[config.mk]
export PLATFORM = sky130hd
export DESIGN_NAME = npg_pulse_sequencer
export DESIGN_NICKNAME = d
export VERILOG_FILES = /design/src/rtl/npg_pulse_sequencer_pkg.sv /design/src/rtl/npg_tick_gen.sv /design/src/rtl/npg_pulse_sequencer.sv
export SDC_FILE = /design/constraint.sdc
export NUM_CORES = 1
export LEC_CHECK = 0
export BUFFER_PORTS_ARGS = -buffer_cell sky130_fd_sc_hd__buf_2
export CORE_ASPECT_RATIO = 1.1
export CORE_MARGIN = 2
export CORE_UTILIZATION = 59
export CTS_CLUSTER_SIZE = 14
export DETAILED_ROUTE_END_ITERATION = 7
export PLACE_DENSITY = 0.85
export SYNTH_ARGS = -nofsm -noshare
export SYNTH_HDL_FRONTEND = slang
export SYNTH_SLANG_ARGS = --single-unit
[constraint.sdc]
create_clock -name clk -period 4.6 [get_ports clk]
set_clock_uncertainty 0.05 [all_clocks]
set_input_delay 0.69 -clock clk [delete_from_list [all_inputs] [get_ports clk]]
set_output_delay 0.69 -clock clk [all_outputs]
set_load 0.02 [all_outputs]
[src/rtl/npg_pulse_sequencer_pkg.sv]
// Shared definitions for the NPG pulse sequencer: state encodings and default sizing.
package npg_pulse_sequencer_pkg;

    typedef enum logic [2:0] {
        ST_IDLE = 3'd0,
        ST_PH1  = 3'd1,
        ST_GAP  = 3'd2,
        ST_PH2  = 3'd3,
        ST_REST = 3'd4
    } state_t;

    localparam int CLK_DIV_DEF = 1250;
    localparam int DAC_W_DEF   = 6;
    localparam int NSW_DEF     = 3;
    localparam int TW_DEF      = 16;

endpackage

[src/rtl/npg_tick_gen.sv]
// Divides the system clock down to the 20 kHz sequencing tick and a square-wave copy of it.
module npg_tick_gen
    import npg_pulse_sequencer_pkg::*;
#(
    parameter int CLK_DIV = CLK_DIV_DEF
) (
    input  logic clk,
    input  logic reset,
    output logic tick,
    output logic clk_20khz
);

    localparam int DW = (CLK_DIV > 1) ? $clog2(CLK_DIV) : 1;
    localparam logic [DW-1:0] LAST = DW'(CLK_DIV - 1);
    localparam logic [DW-1:0] HALF = DW'(CLK_DIV / 2);

    logic [DW-1:0] div_q, div_d;
    logic          clk_q, clk_d;

    always_comb begin
        div_d = (div_q == LAST) ? '0 : div_q + 1'b1;
        // Registered from the next divider value so the square wave tracks div_q exactly.
        clk_d = (div_d < HALF);
    end

    always_ff @(posedge clk or posedge reset) begin
        if (reset) begin
            div_q <= '0;
            clk_q <= 1'b0;
        end else begin
            div_q <= div_d;
            clk_q <= clk_d;
        end
    end

    assign tick      = (div_q == LAST);
    assign clk_20khz = clk_q;

endmodule

[src/rtl/npg_pulse_sequencer.sv]
// Biphasic charge-balanced pulse train sequencer for the NPG output stage.
//  state | meaning
//  IDLE  | waiting for enable on a tick, outputs off
//  PH1   | first phase, polarity from shadow pol
//  GAP   | interphase gap, switches open
//  PH2   | second (balancing) phase, opposite direction
//  REST  | inter-pulse rest, decides stop / repeat
module npg_pulse_sequencer
    import npg_pulse_sequencer_pkg::*;
#(
    parameter int CLK_DIV = CLK_DIV_DEF,
    parameter int DAC_W   = DAC_W_DEF,
    parameter int NSW     = NSW_DEF,
    parameter int TW      = TW_DEF
) (
    input  logic             clk,
    input  logic             reset,
    input  logic             enable,
    input  logic [DAC_W-1:0] cfg_amp,
    input  logic [NSW-1:0]   cfg_sel,
    input  logic             cfg_pol,
    input  logic [TW-1:0]    cfg_phase,
    input  logic [TW-1:0]    cfg_gap,
    input  logic [TW-1:0]    cfg_rest,
    input  logic [7:0]       cfg_count,
    output logic             clk_20khz,
    output logic [NSW-1:0]   up_switches,
    output logic [NSW-1:0]   down_switches,
    output logic [DAC_W-1:0] dac,
    output logic             pulse_active,
    output logic             busy,
    output logic             done
);

    function automatic logic [TW-1:0] width_m1(input logic [TW-1:0] w);
        return (w == '0) ? '0 : w - 1'b1;
    endfunction

    logic tick;

    npg_tick_gen #(.CLK_DIV(CLK_DIV)) u_tick (
        .clk       (clk),
        .reset     (reset),
        .tick      (tick),
        .clk_20khz (clk_20khz)
    );

    state_t           state_q, state_d;
    logic [TW-1:0]    timer_q, timer_d;
    logic [7:0]       cnt_q, cnt_d;
    logic             done_q, done_d;
    logic             start;

    logic [DAC_W-1:0] sh_amp_q, sh_amp_d;
    logic [NSW-1:0]   sh_sel_q, sh_sel_d;
    logic             sh_pol_q, sh_pol_d;
    logic [TW-1:0]    sh_phase_q, sh_phase_d;
    logic [TW-1:0]    sh_gap_q, sh_gap_d;
    logic [TW-1:0]    sh_rest_q, sh_rest_d;
    logic [7:0]       sh_count_q, sh_count_d;

    logic [NSW-1:0]   up_q, up_d, down_q, down_d;
    logic [DAC_W-1:0] dac_q, dac_d;
    logic             pa_q, pa_d, busy_q, busy_d;

    always_ff @(posedge clk or posedge reset) begin
        if (reset) begin
            state_q    <= ST_IDLE;
            timer_q    <= '0;
            cnt_q      <= '0;
            done_q     <= 1'b0;
            sh_amp_q   <= '0;
            sh_sel_q   <= '0;
            sh_pol_q   <= 1'b0;
            sh_phase_q <= '0;
            sh_gap_q   <= '0;
            sh_rest_q  <= '0;
            sh_count_q <= '0;
            up_q       <= '0;
            down_q     <= '0;
            dac_q      <= '0;
            pa_q       <= 1'b0;
            busy_q     <= 1'b0;
        end else begin
            state_q    <= state_d;
            timer_q    <= timer_d;
            cnt_q      <= cnt_d;
            done_q     <= done_d;
            sh_amp_q   <= sh_amp_d;
            sh_sel_q   <= sh_sel_d;
            sh_pol_q   <= sh_pol_d;
            sh_phase_q <= sh_phase_d;
            sh_gap_q   <= sh_gap_d;
            sh_rest_q  <= sh_rest_d;
            sh_count_q <= sh_count_d;
            up_q       <= up_d;
            down_q     <= down_d;
            dac_q      <= dac_d;
            pa_q       <= pa_d;
            busy_q     <= busy_d;
        end
    end

    always_comb begin
        state_d    = state_q;
        timer_d    = timer_q;
        cnt_d      = cnt_q;
        done_d     = done_q;
        start      = 1'b0;
        sh_amp_d   = sh_amp_q;
        sh_sel_d   = sh_sel_q;
        sh_pol_d   = sh_pol_q;
        sh_phase_d = sh_phase_q;
        sh_gap_d   = sh_gap_q;
        sh_rest_d  = sh_rest_q;
        sh_count_d = sh_count_q;

        case (state_q)
            ST_IDLE: begin
                if (!enable) done_d = 1'b0;
                if (tick && enable && !done_q) begin
                    state_d = ST_PH1;
                    start   = 1'b1;
                    cnt_d   = '0;
                end
            end
            ST_PH1: if (tick) begin
                if (timer_q == '0) begin
                    state_d = ST_GAP;
                    timer_d = width_m1(sh_gap_q);
                end else timer_d = timer_q - 1'b1;
            end
            ST_GAP: begin
                // Zero gap still opens all switches for one clock, then PH2 counts a full width from the next tick.
                if (sh_gap_q == '0) begin
                    state_d = ST_PH2;
                    timer_d = (sh_phase_q == '0) ? TW'(1) : sh_phase_q;
                end else if (tick) begin
                    if (timer_q == '0) begin
                        state_d = ST_PH2;
                        timer_d = width_m1(sh_phase_q);
                    end else timer_d = timer_q - 1'b1;
                end
            end
            ST_PH2: if (tick) begin
                if (timer_q == '0) begin
                    state_d = ST_REST;
                    timer_d = width_m1(sh_rest_q);
                    cnt_d   = (cnt_q == 8'hFF) ? cnt_q : cnt_q + 8'd1;
                end else timer_d = timer_q - 1'b1;
            end
            ST_REST: if (tick) begin
                if (timer_q == '0) begin
                    if ((sh_count_q != 8'd0) && (cnt_q == sh_count_q)) begin
                        done_d  = 1'b1;
                        state_d = ST_IDLE;
                    end else if (enable) begin
                        state_d = ST_PH1;
                        start   = 1'b1;
                    end else state_d = ST_IDLE;
                end else timer_d = timer_q - 1'b1;
            end
            default: state_d = ST_IDLE;
        endcase

        if (start) begin
            sh_amp_d   = cfg_amp;
            sh_sel_d   = cfg_sel;
            sh_pol_d   = cfg_pol;
            sh_phase_d = cfg_phase;
            sh_gap_d   = cfg_gap;
            sh_rest_d  = cfg_rest;
            sh_count_d = cfg_count;
            timer_d    = width_m1(cfg_phase);
        end
    end

    always_comb begin
        up_d   = '0;
        down_d = '0;
        dac_d  = '0;
        case (state_d)
            ST_PH1: begin
                if (sh_pol_d) up_d = sh_sel_d;
                else          down_d = sh_sel_d;
                dac_d = sh_amp_d;
            end
            ST_PH2: begin
                if (sh_pol_d) down_d = sh_sel_d;
                else          up_d = sh_sel_d;
                dac_d = sh_amp_d;
            end
            default: ;
        endcase
        pa_d   = (state_d == ST_PH1) || (state_d == ST_GAP) || (state_d == ST_PH2);
        busy_d = (state_d != ST_IDLE);
    end

    assign up_switches   = up_q;
    assign down_switches = down_q;
    assign dac           = dac_q;
    assign pulse_active  = pa_q;
    assign busy          = busy_q;
    assign done          = done_q;

endmodule
==> metrics.json <==
{
  "outcome": {
    "status": "finished clean"
  },
  "power_and_ir_drop": {
    "max_ir_drop_vdd_uv": 300.5,
    "total_leakage_power_uw": 0.004021,
    "power.switching_fraction_pct": 20.67,
    "p_int_uw": 2032,
    "switchingPower_uw": 529.7,
    "clock_power_share_pct": 56.1,
    "pwr_density_cell_mw_per_mm2": 295.4,
    "comb_power_share_pct": 2.7,
    "seqPwrFrac_pct": 41.2
  },
  "cts": {
    "buffer_cell_driving_the_clock_tree_root": "sky130_fd_sc_hd__clkbuf_16",
    "clock_sinks": 120,
    "cts.clk_slew.worst_paths_ns": 0.05,
    "postCtsResizedCells": 0,
    "postCtsSetupBuffers": 0,
    "insertion_delay_ns": 0.43,
    "cts_hold_buf": 0,
    "cts-buffers-inserted": 17,
    "cts_tree": "done",
    "htree_num_levels": 4,
    "cts_max_path_buffers": 2
  },
  "yosys": {
    "synth_commonest_cells": "sky130_fd_sc_hd__nand2_1, sky130_fd_sc_hd__dfrtp_1, sky130_fd_sc_hd__nor2_1",
    "yosys.cell_count.top_type": "sky130_fd_sc_hd__nand2_1",
    "synth_edf_count": 0,
    "synthesis.area_mm2": 0.007431,
    "ys_seq_elements": 120,
    "syn_nets": 983,
    "yosys_warnings": 0,
    "synth_largest_area_cell": "sky130_fd_sc_hd__dfrtp_1",
    "yosys.cell_types.count": 79,
    "yosys_most_used_dff": "sky130_fd_sc_hd__dfrtp_1",
    "synth_top_cell_area_share_pct": 40.41,
    "synth_sequential_area_ratio_pct": 40.41,
    "synth_area_leaders": "sky130_fd_sc_hd__dfrtp_1, sky130_fd_sc_hd__nand2_1, sky130_fd_sc_hd__xor2_1, sky130_fd_sc_hd__xnor2_1, sky130_fd_sc_hd__nor2_1",
    "post_synth.cell_area_avg_um2": 8.211,
    "ys_async_sr_fraction_pct": 100.0,
    "post_synth_inst_count": 905
  },
  "finish": {
    "drive_above_1_share_pct": 15.12,
    "post-route-cell-area_mm2": 0.008672,
    "nNetsFinal": 1064,
    "layout-area-overhead-vs-synth_pct": 16.70,
    "final_cells": 1156,
    "antenna_fix_cells": 0,
    "layout.filler_cells": 1017
  },
  "floorplan": {
    "dieArea_mm2": 0.01351,
    "floorplan.initialDensity_pct": 59.79,
    "io_pins": 85,
    "core_area_mm2": 0.01243,
    "die_x_extent_um": 111.0,
    "fp-row-count": 43,
    "dieHeight_um": 121.7
  },
  "critical_path": {
    "setup.worst_path.start_class": "register",
    "worstSetupPathType": "register to register",
    "critical_path.endpoint_type": "register",
    "rrSetupSlack_ns": 0.98,
    "timing.reg2reg.worst_path_depth": 9,
    "required_time_of_the_critical_path_ns": 4.89,
    "crit_path_max_fanout": 23,
    "cells_along_the_critical_path": "inv_1 -> ha_1 -> or4b_1 -> or4_4 -> and3_4 -> a211oi_4 -> a211oi_1 -> or3_1 -> a41oi_1",
    "timing.critical_path.arrival_ns": 3.91,
    "critical_path.max_stage_delay_ns": 0.73,
    "cp_slowest_cell": "sky130_fd_sc_hd__or4_4"
  },
  "timing": {
    "period_needed_ns": 3.619,
    "grt_setup_unrepaired": "no",
    "finalMaxSlewViolations": 0,
    "timing.max_slew.rel_slack_pct": 39.57,
    "period_share_pct": 78.68,
    "fin_worst_hold_slack_ns": 0.2838,
    "transition_time_at_the_pin_with_the_least_slew_margin_ns": 0.9032,
    "highest_clock_rate_mhz": 276.3,
    "report.final.setup_viol": 0,
    "finalHoldViolCount": 0,
    "timing.setup.tns_ns": 0
  },
  "placed_design": {
    "place.detailed.instances": 1124,
    "io_buffer_count": 84,
    "gpl.final_weighted_congestion": 1.057,
    "placed_cell_area_mm2": 0.008033,
    "dpl.hpwl_um": 16380
  },
  "route": {
    "route.detailed.drc": 0,
    "vias": 7214,
    "drt_wl_total_um": 22400,
    "viasPerCell": 6.240,
    "post_route_ant_nets": 0,
    "drt_iter0_drc": 746,
    "drt_pass1_iterations": 5,
    "routedWlPerCell_um": 19.38
  },
  "global_routing": {
    "global_route.usage.total_pct": 33.98,
    "initial_antenna_violation_count": 0,
    "grt_first_pass_wirelength_um": 35620,
    "grt_overflow_total": 0,
    "largest_net_degree_at_the_start_of_global_routing": 48,
    "first_global_vias": 6861
  },
  "worst_hold_path": {
    "hp-class": "input pin to asynchronous set/reset pin"
  },
  "job": {
    "max_cap_violations": 0
  }
}
## critical path: cells and delay by family (launching register included)
kind / cells / cell delay, ns
compound gates: 3 / 0.79
buf+inv: 1 / 0.09
flops: 1 / 0.42
fa+ha+maj: 1 / 0.19
simple gates: 4 / 1.97
## per-stage QoR
step	worst slack, ns	total power (uW)	util, %
after floorplan	0.6742	1101	-
after global placement	1.052	1144	64.63
after detailed placement	1.033	1145	64.63
after CTS	1.008	2575	69.78
after global routing	0.8869	2629	69.78
final	0.9807	2562	69.78
## routing by layer
metal | share of wire, % | track usage, % | vias up
li1 | - | - | 3368
met4 | 5.4 | 18.05 | 0
met1 | 40 | 42.64 | 3417
met3 | 6.6 | 6.816 | 98
met2 | 48 | 56.06 | 331
met5 | 0 | 0 | -
## power groups by stage
stage          logic, uW  registers [uW]  clock network (uW)
2_1_floorplan       26.2            1080                   0
3_3_place_gp        69.3            1070                   0
3_5_place_dp        70.2            1070                   0
4_1_cts             70.6            1060                1450
5_1_grt             78.7            1060                1490
6_report            69.2            1060                1440
## cell type report
type	instances	area, um^2	share of cell area [%]
clock buffer	21	470.5	5.425
inverter	23	88.84	1.024
tap	157	196.4	2.265
sequential	120	3003	34.63
multi-input combinational	727	4214	48.59
timing repair buffer	97	530.5	6.117
clock inverter	11	168.9	1.948
## layout by cell type (no fill, tap or decap), drive strengths merged, types with 3 or more instances in the layout
master and instances:
xor2 38, buf 97, a211o 3, nor3b 5
or3 18, nand3b 3, mux2 4, o32a 3
clkinv 5, nor4 27, nand3 22, and3 9
or4b 6, o211ai 5, a221oi 3, nand4 7
nor2 73, o21ai 49, or2 5, dfrtp 120
a31oi 13, o211a 4, o31ai 7, nand2b 7
nand2 226, o22ai 10, or4 12, ha 9
xnor2 35, inv 24, clkbuf 21, a211oi 8
nor3 34, a21oi 40, bufinv 4
## path summary, 6_finish.rpt
| check | start | end |
|---|---|---|
| min in group clk | cfg_rest[12] | sh_rest_q[12]$_DFFE_PP0N_ |
| worst max register to register | timer_q[0]$_DFFE_PP0P_ | timer_q[6]$_DFFE_PP0P_ |
| worst max-delay path | timer_q[0]$_DFFE_PP0P_ | timer_q[6]$_DFFE_PP0P_ |
| worst min register to register | sh_amp_q[4]$_DFF_PP0_ | sh_amp_q[4]$_DFF_PP0_ |
| max in group asynchronous | reset | sh_rest_q[1]$_DFFE_PP0N_ |
| worst min-delay path | reset | busy$_DFF_PP0_ |
## registers in the layout, summed over array words and instances, names as in the netlist
register / count
cnt_q: 8
sh_count_q: 8
busy: 1
dac: 6
sh_phase_q: 16
up_switches: 3
timer_q: 16
sh_rest_q: 16
done: 1
u_tick.div_q: 11
state_q: 3
sh_pol_q: 1
down_switches: 3
sh_amp_q: 6
sh_sel_q: 3
pulse_active: 1
u_tick.clk_20khz: 1
sh_gap_q: 16
## logic make-up after synthesis
kind of cell / share of synthesized area, %
AOI/OAI and AO/OA: 15.47
xor gates and xnor gates: 8.604
adders and majority gates: 1.515
buffers and inverters: 3.182
DFF: 40.41
muxes: 0.9260
and+or+nand+nor: 29.89
(Power assumes the default switching activity.)
